===== src/rtl/rv32i_mem_arbiter.sv =====
// rv32i_mem_arbiter
// Shares one single-port word memory between three requesters: the
// program loader (highest priority), the MEM-stage data port and the
// IF-stage fetch port (lowest priority). A starvation counter lets fetch
// win after STARVE_MAX consecutive data wins. Only one access is in
// flight at a time, and it walks IDLE -> ISSUE -> [WAIT] -> CAPT -> RESP.
//
// Ports:
//   clk, RN                      clock (rising edge), async active-low reset
//   if_req/if_addr               fetch request (held until if_gnt)
//   if_gnt/if_rvalid/if_rdata    fetch grant pulse, response pulse, data
//   dm_req/dm_we/dm_addr/dm_wdata  data request (held until dm_gnt)
//   dm_gnt/dm_rvalid/dm_rdata    data grant pulse, load data / store ack, data
//   ld_req/ld_addr/ld_wdata      loader write request (held until ld_gnt)
//   ld_gnt/ld_ack                loader grant pulse, write acknowledge
//   mem_en/mem_we/mem_addr/mem_wdata/mem_rdata  memory port
//   busy                         high whenever the FSM is not IDLE
module rv32i_mem_arbiter #(
    parameter int AW         = 5,
    parameter int DW         = 32,
    parameter int MEM_LAT    = 1,
    parameter int STARVE_MAX = 3
) (
    input  logic          clk,
    input  logic          RN,
    input  logic          if_req,
    input  logic [AW-1:0] if_addr,
    output logic          if_gnt,
    output logic          if_rvalid,
    output logic [DW-1:0] if_rdata,
    input  logic          dm_req,
    input  logic          dm_we,
    input  logic [AW-1:0] dm_addr,
    input  logic [DW-1:0] dm_wdata,
    output logic          dm_gnt,
    output logic          dm_rvalid,
    output logic [DW-1:0] dm_rdata,
    input  logic          ld_req,
    input  logic [AW-1:0] ld_addr,
    input  logic [DW-1:0] ld_wdata,
    output logic          ld_gnt,
    output logic          ld_ack,
    output logic          mem_en,
    output logic          mem_we,
    output logic [AW-1:0] mem_addr,
    output logic [DW-1:0] mem_wdata,
    input  logic [DW-1:0] mem_rdata,
    output logic          busy
);

    localparam int SCW = (STARVE_MAX < 1) ? 1 : $clog2(STARVE_MAX + 1);
    localparam logic [SCW-1:0] STARVE_TOP = SCW'(STARVE_MAX);
    // Last value of the WAIT counter; WAIT lasts MEM_LAT-1 cycles.
    localparam logic [1:0] WAIT_LAST = (MEM_LAT > 1) ? 2'(MEM_LAT - 2) : 2'd0;

    typedef enum logic [2:0] {IDLE, ISSUE, WAIT, CAPT, RESP} state_t;
    typedef enum logic [1:0] {OWN_IF, OWN_DM, OWN_LD} owner_t;

    state_t         state;
    owner_t         owner;
    logic           acc_we;
    logic [1:0]     wait_cnt;
    logic [SCW-1:0] starve_cnt;

    logic pick_ld;
    logic pick_dm;
    logic pick_if;

    // Fixed priority with a starvation override that lets fetch beat data
    // (but never the loader) once data has won STARVE_MAX times in a row.
    always_comb begin
        pick_ld = ld_req;
        pick_if = !ld_req && if_req && (!dm_req || (starve_cnt == STARVE_TOP));
        pick_dm = !ld_req && dm_req && !pick_if;
    end

    assign busy = (state != IDLE);

    always_ff @(posedge clk or negedge RN) begin
        if (!RN) begin
            state      <= IDLE;
            owner      <= OWN_IF;
            acc_we     <= 1'b0;
            wait_cnt   <= '0;
            starve_cnt <= '0;
            if_gnt     <= 1'b0;
            if_rvalid  <= 1'b0;
            if_rdata   <= '0;
            dm_gnt     <= 1'b0;
            dm_rvalid  <= 1'b0;
            dm_rdata   <= '0;
            ld_gnt     <= 1'b0;
            ld_ack     <= 1'b0;
            mem_en     <= 1'b0;
            mem_we     <= 1'b0;
            mem_addr   <= '0;
            mem_wdata  <= '0;
        end else begin
            // Grants, responses and the memory strobe are single-cycle pulses.
            if_gnt    <= 1'b0;
            dm_gnt    <= 1'b0;
            ld_gnt    <= 1'b0;
            if_rvalid <= 1'b0;
            dm_rvalid <= 1'b0;
            ld_ack    <= 1'b0;
            mem_en    <= 1'b0;
            mem_we    <= 1'b0;

            case (state)
                IDLE, RESP: begin
                    // Loader grants leave the starvation count untouched.
                    if (!if_req || pick_if) begin
                        starve_cnt <= '0;
                    end else if (pick_dm && (starve_cnt != STARVE_TOP)) begin
                        starve_cnt <= starve_cnt + 1'b1;
                    end

                    if (pick_ld) begin
                        owner     <= OWN_LD;
                        acc_we    <= 1'b1;
                        mem_addr  <= ld_addr;
                        mem_wdata <= ld_wdata;
                        mem_en    <= 1'b1;
                        mem_we    <= 1'b1;
                        ld_gnt    <= 1'b1;
                        state     <= ISSUE;
                    end else if (pick_dm) begin
                        owner     <= OWN_DM;
                        acc_we    <= dm_we;
                        mem_addr  <= dm_addr;
                        mem_wdata <= dm_wdata;
                        mem_en    <= 1'b1;
                        mem_we    <= dm_we;
                        dm_gnt    <= 1'b1;
                        state     <= ISSUE;
                    end else if (pick_if) begin
                        owner     <= OWN_IF;
                        acc_we    <= 1'b0;
                        mem_addr  <= if_addr;
                        mem_wdata <= '0;
                        mem_en    <= 1'b1;
                        if_gnt    <= 1'b1;
                        state     <= ISSUE;
                    end else begin
                        state <= IDLE;
                    end
                end

                ISSUE: begin
                    wait_cnt <= '0;
                    if (MEM_LAT > 1) begin
                        state <= WAIT;
                    end else begin
                        state <= CAPT;
                    end
                end

                WAIT: begin
                    if (wait_cnt == WAIT_LAST) begin
                        state <= CAPT;
                    end else begin
                        wait_cnt <= wait_cnt + 1'b1;
                    end
                end

                CAPT: begin
                    // Read data lands in the owner's register; stores keep it.
                    state <= RESP;
                    case (owner)
                        OWN_LD: ld_ack <= 1'b1;
                        OWN_DM: begin
                            dm_rvalid <= 1'b1;
                            if (!acc_we) begin
                                dm_rdata <= mem_rdata;
                            end
                        end
                        default: begin
                            if_rvalid <= 1'b1;
                            if_rdata  <= mem_rdata;
                        end
                    endcase
                end

                default: state <= IDLE;
            endcase
        end
    end

endmodule


===== config.mk =====
export PLATFORM = sky130hd
export DESIGN_NAME = rv32i_mem_arbiter
export DESIGN_NICKNAME = d
export VERILOG_FILES = /design/src/rtl/rv32i_mem_arbiter.sv
export SDC_FILE = /design/constraint.sdc
export NUM_CORES = 1
export LEC_CHECK = 0
export BUFFER_PORTS_ARGS = -buffer_cell sky130_fd_sc_hd__buf_2
export CORE_ASPECT_RATIO = 1.75
export CORE_MARGIN = 2
export CORE_UTILIZATION = 40
export DETAILED_ROUTE_END_ITERATION = 12
export PLACE_DENSITY = 0.69
export SYNTH_ARGS = -nofsm -noshare
export SYNTH_HDL_FRONTEND = slang
export SYNTH_SLANG_ARGS = --single-unit

===== constraint.sdc =====
create_clock -name clk -period 2.2 [get_ports clk]
set_input_delay 0.22 -clock clk [delete_from_list [all_inputs] [get_ports clk]]
set_output_delay 0.22 -clock clk [all_outputs]
set_load 0.02 [all_outputs]

-- Yosys cells after proc, flatten, opt, wreduce, memory -nomap -nowiden
Index checks and enable logic that the tools add are counted.
- bits in registers: 119
- bits of input ports: 117
- output and inout bits: 110
- logic and storage cells: 97
- add/sub/neg operators: 2
- equality and inequality tests: 10
- multiplexer cells: 42
- bitwise operators: 2
- reductions and logical operators: 24
- operators by type and width (kind ; count):
    $mux 32 ; 3
    $mux 1 ; 27
    $mux 5 ; 3
    $mux 2 ; 6
    $pmux 3 s4 ; 1
    $reduce_and 2->1 ; 4
    $eq 3x2->1 const B ; 2
    $ne 2x2->1 const B ; 3
    $reduce_bool 3->1 ; 2
    $logic_and 1x1->1 ; 5
    $add 2x1->2 const B ; 2
    $eq 2x2->1 const B ; 2
    $logic_not 1->1 ; 4
    $pmux 2 s2 ; 1
    $reduce_bool 2->1 ; 2
    $reduce_or 2->1 ; 2
    $eq 3x1->1 const B ; 1
    $eq 3x3->1 const B ; 1
    $logic_not 3->1 ; 1
    $mux 3 ; 1
    $reduce_and 3->1 ; 1
    $eq 2x1->1 const B ; 1
    $logic_not 2->1 ; 1
    $logic_or 1x1->1 ; 2
    $not 1->1 ; 2

-- Logic depth before layout (Yosys ltp)
Gate-level depths: netlist (run 1).
- word-level depth: 8
- gate-level depth with buffers: 6
- mapped depth without buffers: 5

-- Least setup slack after synthesis (run 1)
Ideal clock, no wire load.
- kind: register -> register
- start point: register state[1]
- end point: register mem_wdata[0]
- setup time: 0.125 ns
- arrival time: 1.476 ns
- required time: 2.075 ns
- slack: 0.599 ns
- stages on the path, launching flop included: 7
- path buffers: 3
- period minus slack after synthesis: 1.601 ns
- path through: dfrtp_1 > buf_6 > or2_1 > buf_6 > nor2_8 > buf_6 > mux2_2
- cells in the longest elaborated chain, start to end: 3
- elaborated cells on any way between the ends: 4
- those cells by class: eq/ne (1); reduce/logical (3)
- RTL lines (item ; line ; text):
    start: declaration ; 59 ; state_t state;
    start signal: assignment ; 81 ; state <= IDLE;
    start signal: assignment ; 126 ; state <= ISSUE;
    start signal: assignment ; 135 ; state <= ISSUE;
    $eq 3x3->1 or $logic_not 3->1 (tied branches) ; 109 ; case (state)
    $reduce_or 2->1 (*) ; 109 ;
    $reduce_and 2->1 (no line) (*) ; -- ;
    end signal: assignment ; 122 ; mem_wdata <= ld_wdata;
    end signal: assignment ; 131 ; mem_wdata <= dm_wdata;
    end: declaration ; 46 ; output logic [DW-1:0] mem_wdata,
Mark *: on every way between the ends. The rest lies on a longest branch, timed or not.
A chain may end at the register's enable or synchronous reset.

-- Worst setup path after layout (run 1)
- start point: register state[0]
- end point: register mem_wdata[19]
The elaborated chain is that of the path after synthesis.

==> out/metrics.cfg, run 1 <==
[placement]
place.detailed.hpwl_um = 9280
io_buffers = 226
place_area_um2 = 6540
gp_congestion = 0.772

[route]
ant_nets = 0
viasPerCell = 4.89
drt_first_pass_iters = 4
post-route-drc-count = 0
routed_wl_um = 12400
post_drt_wl_per_cell_um = 14.9
route.vias.total = 4046
drt_iter0_markers = 83

[die]
io-pin-count = 227
rows = 55
die_x_um = 90.7
start_util_pct = 40.9
fp.dieH_um = 156
die_area_um2 = 14100
core_area_um2 = 12900

[global_routing]
grtUsageTotal_pct = 18.1
use_met2_pct = 31.6
grt_use_met3_pct = 4.73
grt_pass1_wl_um = 20500
grt_most_used_layer = met2
antenna_found_initial = 0
grt_pass1_vias = 4323
overflow = 0
grtUsageMet1_pct = 20.5
grt_max_degree = 53

[power]
powerDensity_nw_per_um2 = 1510
power.total_mw = 10.8
leakage_nw = 3.62
vdd_ir_drop_max_mv = 0.651

[worst_setup_path]
startpoint_type = flip-flop
cp-end-kind = flip-flop
cp_data_arrival_time_ns = 2.15
max_stage_delay_ns = 0.50
crit_type = flip-flop to flip-flop
worstPathMaxFanout = 34
path_cells = or2_1, nor2_8, mux2_2
crit_slowest_cell = dfrtp_1
crit_required_ns = 2.48

[synth]
ys_types = 40
synthFlopType = dfrtp_1
seq_area_frac_synth_pct = 56.6
netlist_area_um2 = 5260
synthTopCellsByArea = dfrtp_1 (57%), mux2_2 (19%), o21ai_0 (4.1%)
synth.net_count = 535
syn_avg_cell_area_um2 = 12.7
async_reset_ff_share_pct = 100
synth_cells = 414
synth_edf_count = 0
synth_seq_cells = 119
synth.top_cell.area_share_pct = 56.6
synth_top_area_cell = dfrtp_1
yosys_warnings = 0

[run_status]
outcome = finished clean

[sta]
slew_headroom_pct = 61.7
clock_skew_ns = 0.0113
grt_setup_unrepaired = no
period_needed_ns = 1.87
min_period_over_period_pct = 84.8
hold_viol = 0
whs_ns = 0.0450
worstMarginPinSlew_ns = 0.574
finalSetupViolations = 0
tns_ns = 0
fmax_mhz = 536
drv_slew = 0

[clocking]
htreeDepth = 4
clockRootBuffer = clkbuf_16
clock-sinks = 119
cts_resized = 0
clk_latency_ns = 0.41
numCtsBuffers = 17
post_cts_buffers = 0
holdBufCountCts = 1
clk_pin_slew_ns = 0.06
cts_tree = done
clockBufferDepth = 2

[layout]
syn_to_final_growth_pct = 35.9
nets = 765
fin_area_um2 = 7150
antennaDiodeCount = 0
utilization_pct = 55.6
layout-drive-gt1-share_pct = 55.3

[min_path]
hold_path.class = input pin to flip-flop

[run]
drv_cap = 0

-- metrics by stage --
step / worst slack, ns / instances
after global placement: 0.378 / 795
after floorplan: 0.599 / 414
after CTS: 0.318 / 828
final: 0.334 / 828
after detailed placement: 0.329 / 795
after global routing: 0.186 / 828
-- cell usage after synthesis, types with 2 or more instances --
library cell,count
inv_1,7
nand2b_1,33
buf_2,4
mux2_1,8
o31ai_1,2
buf_4,2
mux2i_1,5
o2bb2ai_1,2
o21ai_0,43
and2_1,2
nor2_1,6
o211ai_1,5
buf_6,9
nand2_1,35
a22o_1,2
dfrtp_1,119
ha_1,4
mux2_2,88
nor3_1,2
a2bb2oi_1,2
and3_1,2
nand3_1,5
clkbuf_1,10
-- where the power goes --
group / internal (mW) / switching, mW
Combinational: 1.87 / 2.44
Clock: 1.74 / 1.00
Sequential: 3.19 / 0.527
Total: 6.80 / 3.97
-- worst paths after layout --
kind,startpoint,to,slack [ns],cells after the start
max,state[0],mem_wdata[19],0.33,3
min,mem_rdata[29],dm_rdata[29],0.05,2
max reg2reg,state[0],mem_wdata[19],0.33,3
min reg2reg,dm_rdata[25],dm_rdata[25],0.49,1
max in group asynchronous,RN,mem_wdata[14],1.26,3
min in group asynchronous,RN,if_rdata[5],0.30,2
-- state kept, by name, summed over array words and instances (netlist names), 2 cells and up --
name        flops
dm_rdata       32
if_rdata       32
mem_addr        5
mem_wdata      32
owner           2
starve_cnt      2
state           3
wait_cnt        2
-- cells in the final DEF (no fill, tap or decap), drive strengths merged, types with 4 or more instances in the layout --
cell | synthesis | routed
o211ai | 5 | 5
clkinv | 0 | 5
clkbuf | 11 | 19
nand3 | 6 | 6
inv | 7 | 10
nor2 | 7 | 7
buf | 15 | 236
ha | 4 | 4
dfrtp | 119 | 119
mux2i | 5 | 5
nand2 | 35 | 35
nand2b | 33 | 33
mux2 | 96 | 96
o21ai | 43 | 43
-- worst max-delay path, delay by kind of cell (launching register included) --
family / cells / cell delay [ns]
flip-flops: 1 / 0.50
multiplexers: 1 / 0.40
AND/OR/NAND/NOR: 2 / 0.84
-- routing by layer --
layer	wire, um	vias to the layer above
met5	0	-
met2	6320	189
met1	4860	1923
met3	925	22
li1	-	1912
met4	253	0
-- kinds of logic (layout without fill, tap and decap cells) --
kind of cell    Yosys count  in the layout  synth area share (%)
compound gates           61             61                  6.83
xor+xnor                  1              1                 0.166
fa+ha+maj                 4              4                 0.951
buf+inv                  33            276                  3.90
flops                   119            119                  56.6
mux                     101            101                  21.5
simple gates             95             95                  10.1
-- layout make-up --
type	instances	area [um^2]
clock inverters	13	145
repair buffers	237	1260
inverters	7	26.3
flip-flops and latches	119	2980
fillers	1137	5720
well taps	171	214
multi-input cells	262	2080
clock buffers	19	453
(Power assumes the default switching activity.)
==> run 2: changes to the inputs <==
Clock period 2.2 ns to 1.9 ns, I/O delays scaled along.
==> out/metrics.cfg, run 2 (synthesis gave the netlist of run 1 again) <==
[run_status]
outcome = finished clean

[worst_setup_path]
reg2regPathDepth = 5  ; +2
cp_data_arrival_time_ns = 2.04  ; -0.11 ns
crit_family = compound AO/OA/AOI/OAI gates
crit_slowest_cell = a21bo_2
crit_type = flip-flop to flip-flop
max_stage_delay_ns = 0.44  ; -0.06 ns
worstPathMaxFanout = 18  ; -47%
crit_required_ns = 2.19  ; -0.29 ns
r2r-start = starve_cnt[0]
path_cells = ha_1, a21bo_2, buf_12, o21ai_0, mux2_2
r2r_end = mem_wdata[13]
reg2reg_setup_slack_ns = 0.15  ; -0.18 ns
cp_num_buf_inv = 1  ; +1
cp-end-kind = flip-flop
startpoint_type = flip-flop

[clocking]
clockRootBuffer = clkbuf_16
clock-sinks = 119  ; unchanged
htreeDepth = 4  ; unchanged
post_cts_buffers = 0  ; unchanged
clk_latency_ns = 0.41  ; about the same
cts_tree = done
numCtsBuffers = 17  ; unchanged
clockBufferDepth = 2  ; unchanged
cts_resized = 0  ; unchanged
clk_pin_slew_ns = 0.06  ; about the same

[layout]
syn_to_final_growth_pct = 37.1
layout-drive-gt1-share_pct = 55.1  ; -0.12 points
reg_top3 = dm_rdata x32, if_rdata x32, mem_wdata x32
final_common_cell = buf_2
antennaDiodeCount = 0  ; unchanged
final_cell_mix = buf_2 (225), dfrtp_1 (119), mux2_2 (88)
nets = 770  ; +0.65%

[min_path]
worstHoldStart = mem_rdata[30]
hold_path.class = input pin to flip-flop
whs_endpoint = dm_rdata[30]
min_path_cells = 2  ; unchanged

[sta]
clock_skew_ns = 0.00885  ; -0.00247 ns
worstMarginPinSlew_ns = 0.597  ; +0.0232 ns
finalSetupViolations = 0  ; unchanged
finalWorstSetupSlack_ns = 0.152  ; -0.182 ns
hold_viol = 0  ; unchanged
period_needed_ns = 1.75  ; -0.118 ns
fmax_mhz = 572  ; +6.8%
tns_ns = 0  ; unchanged
drv_slew = 0  ; unchanged
grt_setup_unrepaired = no
min_period_over_period_pct = 92.0  ; +7.2 points
slew_headroom_pct = 60.2  ; -1.5 points

[global_routing]
grtUsageTotal_pct = 18.5  ; +0.42 points
antenna_found_initial = 0  ; unchanged
grt_max_degree = 107  ; +100%
grt_pass1_vias = 4247  ; -1.8%
overflow = 0  ; unchanged
grt_pass1_wl_um = 20800  ; +1.4%

[placement]
gp_congestion = 0.778  ; +0.67%
place.detailed.hpwl_um = 9150  ; -1.5%
io_buffers = 226  ; unchanged
pre_cts_slack_ns = 0.134  ; -0.195 ns

[route]
drt_iter0_markers = 113  ; +36%
post_drt_wl_per_cell_um = 15.1  ; +1.4%
post-route-drc-count = 0  ; unchanged
routed_wl_um = 12600  ; +2.0%
drt_first_pass_iters = 4  ; unchanged
ant_nets = 0  ; unchanged
route.vias.total = 4033  ; -0.32%
viasPerCell = 4.84  ; -0.92%

[die]
io-pin-count = 227  ; unchanged
core_area_um2 = 12900  ; unchanged
rows = 55  ; unchanged
die_x_um = 90.7  ; unchanged
fp.dieH_um = 156  ; unchanged
start_util_pct = 40.9  ; unchanged
die_area_um2 = 14100  ; unchanged

[power]
vdd_ir_drop_max_mv = 1.05  ; +61%
leakage_nw = 3.65  ; +0.65%
powerDensity_nw_per_um2 = 1740  ; +16%

[run]
drv_cap = 0  ; unchanged

-- run 2: cell count changes in the layout (fill, tap and decap cells not counted) --
| cell | delta |
|---|---|
| buf_12 | +2 |
| clkbuf_8 | -1 |
| clkinv_2 | +1 |
| clkinv_4 | -1 |
| clkinvlp_4 | +1 |
| dlygate4sd3_1 | +3 |
-- run 2: what timing repair did --
action                                 CTS  global route
hold buffers                             4             0
endpoints found under the hold margin   16             0
setup endpoints to repair                0             0
-- run 2: how the worst max path moves through the flow --
stage	slack, ns	end	depth (start not counted)	startpoint
detailed placement	0.13	mem_wdata[22]	5	starve_cnt[0]
global route	0.0008	mem_wdata[16]	5	starve_cnt[0]
global placement	0.26	mem_wdata[15]	5	starve_cnt[0]
floorplan	0.30	mem_wdata[0]	6	state[1]
finish	0.15	mem_wdata[13]	5	starve_cnt[0]
CTS	0.12	mem_wdata[9]	5	starve_cnt[0]
-- run 2: layout make-up --
| type | instances | area (um^2) |
|---|---|---|
| fillers | 1125 | 5660 |
| flip-flops and latches | 119 | 2980 |
| multi-input cells | 262 | 2080 |
| repair buffers | 242 | 1330 |
| clock buffers | 18 | 439 |
| well taps | 171 | 214 |
| clock inverters | 14 | 149 |
| inverters | 7 | 26.3 |
-- run 2: metal layers --
| metal | vias up | wire length (um) | GRT usage (%) |
|---|---|---|---|
| met1 | 1924 | 4910 | 20.7 |
| met4 | 0 | 272 | 8.50 |
| li1 | 1910 | - | - |
| met3 | 19 | 918 | 4.88 |
| met2 | 180 | 6500 | 32.8 |
| met5 | - | 0 | 0 |
-- run 2: where the power goes --
group / internal [mW] / total, mW / leakage [nW] / switching [mW]
clock network: 1.97 / 3.15 / 0.279 / 1.18
logic: 2.23 / 5.13 / 1.88 / 2.90
registers: 3.69 / 4.27 / 1.48 / 0.576
total: 7.90 / 12.6 / 3.65 / 4.65
-- run 2: stage by stage --
step	std cells	hold WS (ns)	power, mW	cell area (um^2)	util (%)
after global routing	833	0.0104	13.3	7210	56.0
after floorplan	414	-0.106	7.69	5260	-
after detailed placement	797	0.0597	9.49	6580	51.2
final	833	0.0168	12.6	7210	56.0
after CTS	833	0.00207	12.7	7210	56.0
after global placement	797	0.0555	9.29	6580	51.2
